$ cat src/rtl/mips_pkg.sv
// Shared definitions for the MIPS pipeline front end.
//   fetch_state_e    : fetch FSM states
//   RESET_PC_DEFAULT : default PC loaded on reset
//   NOP_INSTR        : instruction word used for IF/ID bubbles
package mips_pkg;

    typedef enum logic [1:0] {
        StIssue = 2'd0,
        StWait  = 2'd1,
        StHold  = 2'd2
    } fetch_state_e;

    localparam logic [31:0] RESET_PC_DEFAULT = 32'h0000_0000;
    localparam logic [31:0] NOP_INSTR        = 32'h0000_0000;

endpackage

$ cat src/rtl/ifid_reg.sv
// IF/ID pipeline register.
//   clk, reset    : clock, asynchronous active-high reset
//   stall_i       : hold current contents
//   flush_i       : force a bubble (when not stalled)
//   we_i          : a real instruction is offered this cycle
//   instr_i       : offered instruction word
//   pc_plus4_i    : PC+4 of the offered instruction
//   instr_o       : registered instruction (InstrD)
//   pc_plus4_o    : registered PC+4 (PCPlus4D)
//   valid_o       : registered instruction is real (ValidD)
module ifid_reg
    import mips_pkg::*;
(
    input  logic        clk,
    input  logic        reset,
    input  logic        stall_i,
    input  logic        flush_i,
    input  logic        we_i,
    input  logic [31:0] instr_i,
    input  logic [31:0] pc_plus4_i,
    output logic [31:0] instr_o,
    output logic [31:0] pc_plus4_o,
    output logic        valid_o
);

    logic [31:0] instr_d, instr_q;
    logic [31:0] pc_plus4_d, pc_plus4_q;
    logic        valid_d, valid_q;

    always_comb begin
        instr_d    = instr_q;
        pc_plus4_d = pc_plus4_q;
        valid_d    = valid_q;
        if (!stall_i) begin
            // Whenever the register is free to move, anything other than a
            // clean write leaves a bubble behind.
            if (we_i && !flush_i) begin
                instr_d    = instr_i;
                pc_plus4_d = pc_plus4_i;
                valid_d    = 1'b1;
            end else begin
                instr_d    = NOP_INSTR;
                pc_plus4_d = 32'h0000_0000;
                valid_d    = 1'b0;
            end
        end
    end

    always_ff @(posedge clk or posedge reset) begin
        if (reset) begin
            instr_q    <= NOP_INSTR;
            pc_plus4_q <= 32'h0000_0000;
            valid_q    <= 1'b0;
        end else begin
            instr_q    <= instr_d;
            pc_plus4_q <= pc_plus4_d;
            valid_q    <= valid_d;
        end
    end

    assign instr_o    = instr_q;
    assign pc_plus4_o = pc_plus4_q;
    assign valid_o    = valid_q;

endmodule

$ cat src/rtl/fetch_stage.sv
// Instruction fetch stage: PC register, fetch FSM (issue / wait / hold) and
// the IF/ID register.
//   clk, reset             : clock, asynchronous active-high reset
//   PCSrcD, PCBranchD      : taken branch and its target from decode
//   JumpD, PCJumpD         : jump and its target from decode
//   StallD, FlushD         : hazard-unit controls for IF/ID
//   imem_req, imem_addr    : fetch request pulse and address (= PCF)
//   imem_rdata, imem_valid : instruction memory response
//   InstrD, PCPlus4D       : IF/ID contents
//   ValidD                 : IF/ID holds a real instruction
//   FetchBusyF             : a request is outstanding
module fetch_stage #(
    parameter logic [31:0] RESET_PC = mips_pkg::RESET_PC_DEFAULT
) (
    input  logic        clk,
    input  logic        reset,
    input  logic        PCSrcD,
    input  logic [31:0] PCBranchD,
    input  logic        JumpD,
    input  logic [31:0] PCJumpD,
    input  logic        StallD,
    input  logic        FlushD,
    output logic        imem_req,
    output logic [31:0] imem_addr,
    input  logic [31:0] imem_rdata,
    input  logic        imem_valid,
    output logic [31:0] InstrD,
    output logic [31:0] PCPlus4D,
    output logic        ValidD,
    output logic        FetchBusyF
);

    import mips_pkg::*;

    fetch_state_e state_d, state_q;
    logic [31:0]  pcf_d, pcf_q;
    logic [31:0]  buf_d, buf_q;
    logic         discard_d, discard_q;

    logic         redirect;
    logic [31:0]  target;
    logic [31:0]  pc_plus4;
    logic         ifid_we;
    logic [31:0]  ifid_instr;

    // A stalled decode stage cannot have resolved its branch yet.
    assign redirect = (PCSrcD | JumpD) & ~StallD;
    assign target   = PCSrcD ? PCBranchD : PCJumpD;
    assign pc_plus4 = pcf_q + 32'd4;

    always_comb begin
        state_d    = state_q;
        pcf_d      = pcf_q;
        buf_d      = buf_q;
        discard_d  = discard_q;
        imem_req   = 1'b0;
        ifid_we    = 1'b0;
        ifid_instr = buf_q;
        unique case (state_q)
            StIssue: begin
                imem_req = 1'b1;
                state_d  = StWait;
                if (redirect) begin
                    // The request just issued is wrong-path; drop its response.
                    pcf_d     = target;
                    discard_d = 1'b1;
                end
            end
            StWait: begin
                if (imem_valid) begin
                    state_d = StIssue;
                    if (redirect) begin
                        pcf_d     = target;
                        discard_d = 1'b0;
                    end else if (discard_q) begin
                        discard_d = 1'b0;
                    end else if (!StallD) begin
                        ifid_we    = 1'b1;
                        ifid_instr = imem_rdata;
                        pcf_d      = pc_plus4;
                    end else begin
                        buf_d   = imem_rdata;
                        state_d = StHold;
                    end
                end else if (redirect) begin
                    pcf_d     = target;
                    discard_d = 1'b1;
                end
            end
            StHold: begin
                if (redirect) begin
                    pcf_d   = target;
                    state_d = StIssue;
                end else if (!StallD) begin
                    ifid_we    = 1'b1;
                    ifid_instr = buf_q;
                    pcf_d      = pc_plus4;
                    state_d    = StIssue;
                end
            end
            default: state_d = StIssue;
        endcase
    end

    always_ff @(posedge clk or posedge reset) begin
        if (reset) begin
            state_q   <= StIssue;
            pcf_q     <= RESET_PC;
            buf_q     <= 32'h0000_0000;
            discard_q <= 1'b0;
        end else begin
            state_q   <= state_d;
            pcf_q     <= pcf_d;
            buf_q     <= buf_d;
            discard_q <= discard_d;
        end
    end

    ifid_reg u_ifid_reg (
        .clk        (clk),
        .reset      (reset),
        .stall_i    (StallD),
        .flush_i    (FlushD),
        .we_i       (ifid_we),
        .instr_i    (ifid_instr),
        .pc_plus4_i (pc_plus4),
        .instr_o    (InstrD),
        .pc_plus4_o (PCPlus4D),
        .valid_o    (ValidD)
    );

    assign imem_addr  = pcf_q;
    assign FetchBusyF = (state_q == StWait);

endmodule

$ cat config.mk
export PLATFORM = sky130hd
export DESIGN_NAME = fetch_stage
export DESIGN_NICKNAME = d
export VERILOG_FILES = /design/src/rtl/mips_pkg.sv /design/src/rtl/ifid_reg.sv /design/src/rtl/fetch_stage.sv
export SDC_FILE = /design/constraint.sdc
export NUM_CORES = 1
export LEC_CHECK = 0
export BUFFER_PORTS_ARGS = -buffer_cell sky130_fd_sc_hd__buf_2
export CORE_AREA = 3 3 132 134
export CTS_BUF_LIST = sky130_fd_sc_hd__clkbuf_2 sky130_fd_sc_hd__clkbuf_4 sky130_fd_sc_hd__clkbuf_8
export CTS_CLUSTER_DIAMETER = 100
export DETAILED_ROUTE_END_ITERATION = 10
export DIE_AREA = 0 0 135 137
export PLACE_DENSITY = 0.71
export SLEW_MARGIN = 20
export SYNTH_ARGS = -nofsm -noshare
export SYNTH_HDL_FRONTEND = slang
export SYNTH_SLANG_ARGS = --single-unit
$ cat constraint.sdc
create_clock -name clk -period 4.5 [get_ports clk]
set_input_delay 0.225 -clock clk [delete_from_list [all_inputs] [get_ports clk]]
set_output_delay 0.225 -clock clk [all_outputs]
set_load 0.02 [all_outputs]
# After elaboration in Yosys (flattened, before gate mapping)
# Index checks and enable logic that the tools add are counted.
# totals
regBits	132
input_bits	103
output_inout_bits	99
elab_cells	58
# op_classes
addsub	1
eq_ne	5
muxes	32
bitwise_logic	5
reduce_logical	8
# op_table
operator	count
two-way mux 32 bit	13
case mux 32 bit (3 select lines)	1
adder 32 x 3 -> 32 bit (second input constant)	1
two-way mux 2 bit	6
two-way mux 1 bit	9
case mux 2 bit (3 select lines)	1
AND reduction 5 bit	1
!= test 4 x 3 -> 1 bit (second input constant)	1
case mux 1 bit (2 select lines)	2
AND reduction 2 bit	2
!= test 3 bit (second input constant)	1
NOT 1 bit	3
nonzero test 3 bit	1
== test 2 x 1 -> 1 bit (second input constant)	1
== test 2 bit (second input constant)	1
zero test 2 bit	1
!= test 2 bit (second input constant)	1
nonzero test 2 bit	1
bitwise AND 1 bit	1
logical AND 1 bit	1
zero test 1 bit	1
OR 1 bit	1

# Longest topological paths before layout
# Gate-level depths: netlist (run 1).
# logic_depth
depth_word	7
depth_mapped	8
ltp_nobuf	7

# Modules after synthesis
# From an unflattened synthesis (run 1), not the netlist that was laid out.
# hier_totals
cells_unflattened	879
hier_area_um2	8060.2
# by_module_without_submodules
module	n_inst	cells_per_inst	area_per_inst_um2	seq_area_each_um2
fetch_stage	1	597	5262.5	1676.6
ifid_reg	1	282	2797.7	1626.6

# Least setup slack after synthesis (run 1)
# Ideal clock, no wire load.
# synth_path
path_type	register to register
from	reg state_q[1]
to	reg pcf_q[10], in the netlist imem_addr[10]
setup_ns	0.111
t_arrival_ns	2.085
required_ns	4.389
slack_ns	2.304
path_stages_with_launch	9
n_path_buf	1
period_less_slack_ns	2.196
path_cell_list	dfrtp_1 inv_1 ha_1 nand2b_1 and2_1 and4_1 clkbuf_1 and3_1 a2111oi_2
# synth_via
elab_chain_len	3
elab_cells_between_ends	7
classes_between	eq/ne: 3; mux: 1; reduce/logical: 3
# synth_rtl
element	line	text
from (decl)	fetch_stage.sv:35	fetch_state_e state_d, state_q;
from (signal assigned)	fetch_stage.sv:107	state_q <= StIssue;
from (signal assigned)	fetch_stage.sv:112	state_q <= state_d;
== test 2 x 1 -> 1 bit (*)	--	
named net FetchBusyF	fetch_stage.sv:30	output logic FetchBusyF
!= test 4 x 3 -> 1 bit (no source line) or nonzero test 3 bit (tied branches)	--	
AND reduction 2 bit (no source line)	--	
to (signal assigned)	fetch_stage.sv:113	pcf_q <= pcf_d;
to (decl)	fetch_stage.sv:36	logic [31:0] pcf_d, pcf_q;
# The timed path passes the listed nets; every way through them passes the cells marked *.
# A chain may end at the register's enable or synchronous reset.

# Worst setup path after layout (run 1)
# layout_path
from	reg state_q[1]
to	reg u_ifid_reg.instr_q[19], in the netlist u_ifid_reg.instr_o[19]
# layout_via
elab_chain_len	4
elab_cells_between_ends	6
classes_between	eq/ne: 2; mux: 3; reduce/logical: 1
# layout_rtl
element	line	text
== test 2 bit or == test 2 x 1 -> 1 bit (tied branches)	fetch_stage.sv:59	unique case (state_q)
case mux 1 bit (2 select lines)	fetch_stage.sv:59	
logical AND 1 bit	ifid_reg.sv:37	if (we_i && !flush_i) begin
two-way mux 32 bit (*)	ifid_reg.sv:37	
to (signal assigned)	ifid_reg.sv:55	instr_q <= instr_d;
to (decl)	ifid_reg.sv:26	logic [31:0] instr_d, instr_q;
# Mark *: on every way between the ends. The rest lies on a longest branch, timed or not.

==> qor.txt, run 1 <==
Post-route ant nets - 0
Combinational share of power - 37.9%
Hold path start - imem_rdata[21]
CTS tree - yes
Final worst path period need - 2.65 ns
Hold WS - 0.0300 ns
Net Count, Synth - 829
Die Width - 135 um
Main synth FF type - dfrtp_1
Layout cells sized above 1 - 34.2%
Fin. max-slew vios - 0
Slew @ Worst Pin - 0.988 ns
TritonCTS Buffers - 17
CTS Buffer Depth - 2
Diodes inserted - 0
Syn Inst Count - 721
IO Port Bufs - 201
Worst Skew - 0.0113 ns
Reg2reg path depth - 7
Number of synthesized register bits - 132
Most common cell after layout, fill and taps aside - buf_2
Largest net degree at the start of global routing - 96
Setup violators final - 0
Sequential-to-total area share from yosys stat - 45.1%
Die ar. - 18500 um2
Max VDD drop - 0.270 mV
All-Layer GR Usage - 22.2%
CP arrival - 3.00 ns
Clock Pin Slew Worst Setup and Hold Paths - 0.08 ns
Area growth syn-to-layout - 20.0%
Grt total ovfl - 0
Vias per inst - 5.62
LEAKAGE - 4.08 nW
DP HPWL - 14600 um
Status - finished, final reports clean
Initial DRC count - 599
Slew HR - 33.5%
Unrepaired setup endpoints after global routing - no
R2R setup slack - 1.85 ns
WP data required - 4.85 ns
Post_cts resized - 0
Reg-to-reg critical path startpoint - state_q[1]
Synth Cell Area - 7320 um2
Antenna violations before repair - 0
Maxcap violations - 0
Synth warn - 0
Clock group share of total power - 22.0%
CP Capture Type - flop
DRC viols - 0
Hold EP - buf_q[21]
Kind of critical path - reg -> reg
Core footprint - 16400 um2
Rows - 47
Root Driver - clkbuf_8
Vias in the first global route - 5988
CTS Sinks - 132
Starting density of the core - 44.6%
Element type at the critical path start - flop
Fmax - 0.377 GHz
Post-synth EDFFs - 0
Cell variety after synth - 78
Routed WL - 20600 um
Sequential power share - 40.2%
Switching share of power - 39.7%
Nets - 1008
Via count - 6366
Period utilization - 59.0%
Clock latency on the worst-skew pair - 0.44 ns
P_sw - 0.00183 W
Final Hold Viols - 0
Most frequent cells in the layout - buf_2 (201), dfrtp_1 (132), nand2_1 (87)
HP Class - in -> reg
RR Endpoint - u_ifid_reg.instr_o[19]
RePlAce Congestion - 0.921
Asr flop ratio synth - 100%
Dpl cells - 1100
Critical Path Fanout Max - 39
Setup tns final - 0 ns
Mean post-synth cell area - 10.2 um2
Power density of the placed cells - 525 nW/um2
Hold depth - 2
Non-filler cells, final - 1132
Pint - 0.00278 W
Htree depth - 4
Die height - 137 um
TritonRoute pass-1 iters - 8
Post-DR wirelength/cell - 18.2 um
First-pass GRT wire length - 32400 um
I/O pin count - 202
final cells by class:
| class | instances | area (um2) |
|---|---|---|
| clock buffer | 22 | 297 |
| clock inverter | 9 | 103 |
| sequential | 132 | 3300 |
| inverter | 15 | 61.3 |
| tap | 220 | 275 |
| fill | 1514 | 7620 |
| multi-input combinational | 521 | 3650 |
| timing repair buffer | 213 | 1100 |
sequential cells by signal, indices dropped and copies added, names as in the netlist:
register,count
imem_addr,32
discard_q,1
state_q,2
u_ifid_reg.valid_o,1
u_ifid_reg.instr_o,32
u_ifid_reg.pc_plus4_o,32
buf_q,32
worst max-delay path, cell delays in order (launching register included):
cell and delay, ns:
dfrtp_1 0.42, inv_1 0.11, ha_1 0.33, a21o_1 0.23, and2_0 0.20, nand3_2 0.58, buf_4 0.47, o21ai_0 0.20
power groups by stage:
stage	logic, W	registers [W]	clock network [W]
2_1_floorplan	0.00119	0.00191	0
6_report	0.00175	0.00185	0.00101
3_5_place_dp	0.00174	0.00187	0
5_1_grt	0.00190	0.00189	0.00108
3_3_place_gp	0.00172	0.00185	0
4_1_cts	0.00175	0.00184	0.00103
Yosys cell counts, types with 10 or more instances:
| library cell | count | area share [%] |
|---|---|---|
| o21ai_0 | 76 | 5.2 |
| a21oi_1 | 32 | 2.2 |
| nand2_1 | 87 | 4.5 |
| a211oi_1 | 17 | 1.7 |
| nand3_1 | 18 | 1.2 |
| and3_1 | 10 | 0.85 |
| mux2i_1 | 53 | 7.2 |
| xor2_1 | 10 | 1.2 |
| xnor2_1 | 17 | 2.0 |
| mux2_2 | 42 | 6.5 |
| dfrtp_1 | 132 | 45 |
| nor2_1 | 19 | 0.97 |
| inv_1 | 15 | 0.77 |
| clkbuf_1 | 27 | 1.4 |
| nand4_1 | 12 | 1.0 |
metrics by stage:
| stage | power (W) | utilization (%) | setup WS (ns) | instance area, um2 |
|---|---|---|---|---|
| final | 0.00461 | 53.5 | 1.85 | 8790 |
| after global placement | 0.00357 | 51.1 | 1.95 | 8380 |
| after CTS | 0.00462 | 53.5 | 1.81 | 8790 |
| after global routing | 0.00488 | 53.5 | 1.58 | 8790 |
| after detailed placement | 0.00361 | 51.1 | 1.84 | 8380 |
| after floorplan | 0.00310 | - | 0.749 | 7320 |
cells by family (layout without fill, tap and decap cells):
| group | Yosys count | count (layout) | synth area share, % |
|---|---|---|---|
| AND/OR/NAND/NOR | 192 | 192 | 13.8 |
| multiplexers | 95 | 95 | 13.7 |
| adder cells (fa/ha/maj) | 5 | 5 | 0.854 |
| XOR/XNOR | 27 | 27 | 3.23 |
| AO/OA/AOI/OAI | 202 | 202 | 18.1 |
| buffers and inverters | 68 | 259 | 5.28 |
| flip-flops | 132 | 132 | 45.1 |
timing repair:
item,4_1_cts,5_1_grt
endpoints found under the hold margin,11,0
setup buffers,0,0
hold buffers,1,0
metal layers:
metal / global-route usage (%) / routed length (um) / vias up
li1: - / - / 3010
met1: 31.4 / 9140 / 3018
met2: 34.1 / 9480 / 308
met3: 4.67 / 1620 / 30
met4: 7.11 / 375 / 0
met5: 0 / 0 / -
worst max-delay path by stage:
stage,from,end,slack [ns],cells past startpoint
2_1_floorplan,reset,buf_q[0],0.75,1
3_3_place_gp,state_q[1],u_ifid_reg.instr_o[15],1.95,7
3_5_place_dp,state_q[1],u_ifid_reg.instr_o[26],1.84,7
4_1_cts,state_q[1],u_ifid_reg.pc_plus4_o[4],1.81,7
5_1_grt,state_q[1],u_ifid_reg.pc_plus4_o[2],1.58,7
6_report,state_q[1],u_ifid_reg.instr_o[19],1.85,7
Note: power is estimated with default switching activity, not from simulation.
==> run 2: changes to the inputs <==
--- a/config.mk
+++ b/config.mk
@@ -5,13 +5,14 @@
 export SDC_FILE = /design/constraint.sdc
 export NUM_CORES = 1
 export LEC_CHECK = 0
+export ABC_AREA = 1
 export BUFFER_PORTS_ARGS = -buffer_cell sky130_fd_sc_hd__buf_2
 export CORE_AREA = 3 3 132 134
 export CTS_BUF_LIST = sky130_fd_sc_hd__clkbuf_2 sky130_fd_sc_hd__clkbuf_4 sky130_fd_sc_hd__clkbuf_8
 export CTS_CLUSTER_DIAMETER = 100
 export DETAILED_ROUTE_END_ITERATION = 10
 export DIE_AREA = 0 0 135 137
-export PLACE_DENSITY = 0.71
+export PLACE_DENSITY = 0.74
 export SLEW_MARGIN = 20
 export SYNTH_ARGS = -nofsm -noshare
 export SYNTH_HDL_FRONTEND = slang
==> constraint.sdc (replaced) <==
create_clock -name clk -period 2.3 [get_ports clk]
set_input_delay 0.115 -clock clk [delete_from_list [all_inputs] [get_ports clk]]
set_output_delay 0.115 -clock clk [all_outputs]
set_load 0.02 [all_outputs]
==> qor.txt, run 2 <==
Vias per inst - 5.32 (was 5.62)
Period utilization - 91.2% (was 59.0%)
Critical path's largest stage delay - 0.41 ns (was 0.58 ns)
Final Hold Viols - 0 (unchanged)
Die height - 137 um (unchanged)
Layout cells sized above 1 - 29.8% (was 34.2%)
Mean post-synth cell area - 8.00 um2 (was 10.2 um2)
Area post-placement - 8550 um2 (was 8380 um2)
Max VDD drop - 0.626 mV (was 0.270 mV)
Core footprint - 16400 um2 (unchanged)
Initial DRC count - 487 (was 599)
Slew HR - 41.9% (was 33.5%)
I/O pin count - 202 (unchanged)
Most frequent cells in the layout - nand2_1 (261), buf_2 (201), dfrtp_1 (132) (was buf_2 (201), dfrtp_1 (132), nand2_1 (87))
Post-route ant nets - 0 (unchanged)
Clock group share of total power - 24.2% (was 22.0%)
Pint - 0.00547 W (was 0.00278 W)
Via count - 7315 (was 6366)
Kind of critical path - reg -> reg (unchanged)
Starting density of the core - 44.5% (was 44.6%)
Worst path bufs/invs - 3 (was 2)
Antenna violations before repair - 4 (was 0)
Slew @ Worst Pin - 0.871 ns (was 0.988 ns)
Fillers - 1514 (unchanged)
DP HPWL - 15500 um (was 14600 um)
WP data required - 2.67 ns (was 4.85 ns)
TritonCTS Buffers - 17 (unchanged)
Largest net degree at the start of global routing - 78 (was 96)
Synth Cell Area - 7310 um2 (was 7320 um2)
Synth warn - 0 (unchanged)
Fin. max-slew vios - 0 (unchanged)
Fmax - 0.477 GHz (was 0.377 GHz)
All-Layer GR Usage - 24.8% (was 22.2%)
Clock Pin Slew Worst Setup and Hold Paths - 0.08 ns (about the same)
Vias in the first global route - 7006 (was 5988)
Post-synth top cells - nand2_1 (262), dfrtp_1 (132), nor2_1 (86), o21ai_0 (66), a21oi_1 (60) (was dfrtp_1 (132), nand2_1 (87), o21ai_0 (76), mux2i_1 (53), mux2_2 (42))
Net Count, Synth - 1021 (was 829)
Root Driver - clkbuf_8 (unchanged)
Htree depth - 4 (unchanged)
Sequential power share - 39.0% (was 40.2%)
Multi-input logic area - 3570 um2 (was 3650 um2)
HP Class - in -> reg (unchanged)
First-pass GRT wire length - 36000 um (was 32400 um)
Design Area, Final - 9380 um2 (was 8790 um2)
Grt total ovfl - 0 (unchanged)
Final worst path period need - 2.10 ns (was 2.65 ns)
Asr flop ratio synth - 100% (unchanged)
CP Capture Type - flop (unchanged)
Element type at the critical path start - flop (unchanged)
CTS tree - yes (unchanged)
RePlAce Congestion - 0.887 (was 0.921)
Crit-path slowest cell - dfrtp_1 (was nand3_2)
Setup bufs post-CTS - 0 (unchanged)
Power density of the placed cells - 976 nW/um2 (was 525 nW/um2)
Clock latency on the worst-skew pair - 0.45 ns (was 0.44 ns)
Cell family with the largest share of critical-path delay - simple AND/OR/NAND/NOR gates (unchanged)
Syn Inst Count - 913 (was 721)
Maxcap violations - 0 (unchanged)
CTS Sinks - 132 (unchanged)
Top cell type's share of synthesized area - 45.2% (was 45.1%)
Die ar. - 18500 um2 (unchanged)
Cell variety after synth - 35 (was 78)
Area growth syn-to-layout - 28.4% (was 20.0%)
TritonRoute pass-1 iters - 5 (was 8)
Crit-path most repeated cell - inv_1
Switching share of power - 40.3% (was 39.7%)
Nets - 1249 (was 1008)
Rows - 47 (unchanged)
DRC viols - 0 (unchanged)
Unrepaired setup endpoints after global routing - yes (was no)
P_sw - 0.00368 W (was 0.00183 W)
Status - finished, final reports clean (unchanged)
Hold WS - 0.0492 ns (was 0.0300 ns)
LEAKAGE - 4.70 nW (was 4.08 nW)
Post-synth EDFFs - 0 (unchanged)
Sequential-to-total area share from yosys stat - 45.2% (was 45.1%)
Main synth FF type - dfrtp_1 (unchanged)
Most common cell after layout, fill and taps aside - nand2_1 (was buf_2)
Die Width - 135 um (unchanged)
CTS Buffer Depth - 2 (unchanged)
Worst Skew - 0.00917 ns (was 0.0113 ns)
CP Cell Sequence - inv_1, ha_1, nand2_1, inv_1, nand3_1, nand2_2, inv_2, nand2_4, o21ai_0, a21oi_1 (was inv_1, ha_1, a21o_1, and2_0, nand3_2, buf_4, o21ai_0)
Routed WL - 22900 um (was 20600 um)
Combinational share of power - 36.8% (was 37.9%)
CP arrival - 2.47 ns (was 3.00 ns)
Critical Path Fanout Max - 25 (was 39)
Setup violators final - 0 (unchanged)
IO Port Bufs - 201 (unchanged)
Most frequent cell after synthesis - nand2_1 (was dfrtp_1)
Number of synthesized register bits - 132 (unchanged)
Design Power - 0.00915 W (was 0.00461 W)
Yosys top cell by area - dfrtp_1 (unchanged)
Synth area leaders - dfrtp_1 (45%), nand2_1 (13%), o21ai_2 (5.4%) (was dfrtp_1 (45%), mux2i_1 (7.2%), mux2_2 (6.5%))
Register Area - 3300 um2 (unchanged)
Post-DR wirelength/cell - 16.6 um (was 18.2 um)
run 2: cell count changes in the layout (fill, tap and decap cells not counted), sizes merged, moves of 27 or more:
| cell | previous run | this run |
|---|---|---|
| dlygate4sd3 | 1 | 35 |
| nand2 | 87 | 265 |
| mux2i | 53 | 0 |
| o21ai | 78 | 122 |
| inv | 15 | 53 |
| a21oi | 33 | 60 |
| nor2 | 21 | 87 |
run 2: metrics by stage:
| step | utilization (%) | setup slack [ns] | TNS (ns) | cells |
|---|---|---|---|---|
| 2_1_floorplan | - | 0.385 | 0 | 913 |
| 3_3_place_gp | 52.1 | 0.212 | 0 | 1306 |
| 3_5_place_dp | 52.1 | 0.117 | 0 | 1306 |
| 4_1_cts | 57.0 | 0.0806 | 0 | 1373 |
| 5_1_grt | 57.2 | -0.00516 | -0.00997 | 1375 |
| 6_report | 57.2 | 0.202 | 0 | 1375 |
run 2: power groups by stage:
stage          Sequential (W)  Combinational (W)  Clock (W)
3_5_place_dp          0.00359            0.00327          0
3_3_place_gp          0.00356            0.00320          0
4_1_cts               0.00355            0.00333    0.00226
2_1_floorplan         0.00376            0.00199          0
6_report              0.00357            0.00337    0.00222
5_1_grt               0.00365            0.00372    0.00235
run 2: kinds of logic after synthesis:
| logic type | after synthesis | share of synthesized area [%] |
|---|---|---|
| and+or+nand+nor | 398 | 21.7 |
| AOI/OAI and AO/OA | 230 | 19.5 |
| DFF | 132 | 45.2 |
| buffers and inverters | 102 | 6.20 |
| muxes | 31 | 4.78 |
| xor gates and xnor gates | 15 | 1.80 |
| adders and majority gates | 5 | 0.856 |
run 2: worst min-delay path, cell delays in order:
cell     delay [ns]
buf_2          0.07
nand2_1        0.04
nand2_1        0.06
o22ai_1        0.07
a21oi_1        0.10
run 2: worst paths after layout:
check	startpoint	slack (ns)	cells past startpoint	end
max	state_q[1]	0.20	10	imem_addr[29]
min	PCJumpD[16]	0.05	5	imem_addr[16]
max reg2reg	state_q[1]	0.20	10	imem_addr[29]
min reg2reg	u_ifid_reg.pc_plus4_o[29]	0.48	1	u_ifid_reg.pc_plus4_o[29]
max in group asynchronous	reset	1.46	4	imem_addr[1]
min in group asynchronous	reset	0.17	3	imem_addr[28]
run 2: repair_timing:
action,CTS,global route
endpoints found under the hold margin,168,0
resized for setup,0,5
endpoints found under the setup margin,0,31
hold buffers,35,0
run 2: per-layer routing:
| metal | wire length [um] | global-route usage [%] | up-vias |
|---|---|---|---|
| met3 | 1860 | 6.47 | 59 |
| met2 | 10700 | 41.4 | 291 |
| li1 | - | - | 3486 |
| met5 | 36 | 0 | - |
| met4 | 677 | 8.96 | 6 |
| met1 | 9560 | 31.1 | 3473 |
run 2: cell type report:
| type | instances | share of cell area, % |
|---|---|---|
| antenna | 1 | 0.0267 |
| clock buffer | 23 | 3.11 |
| clock inverter | 9 | 1.61 |
| inverter | 54 | 2.33 |
| multi-input combinational | 679 | 38.1 |
| sequential | 132 | 35.2 |
| tap | 220 | 2.93 |
| timing repair buffer | 256 | 16.6 |
| timing repair inverter | 1 | 0.0934 |
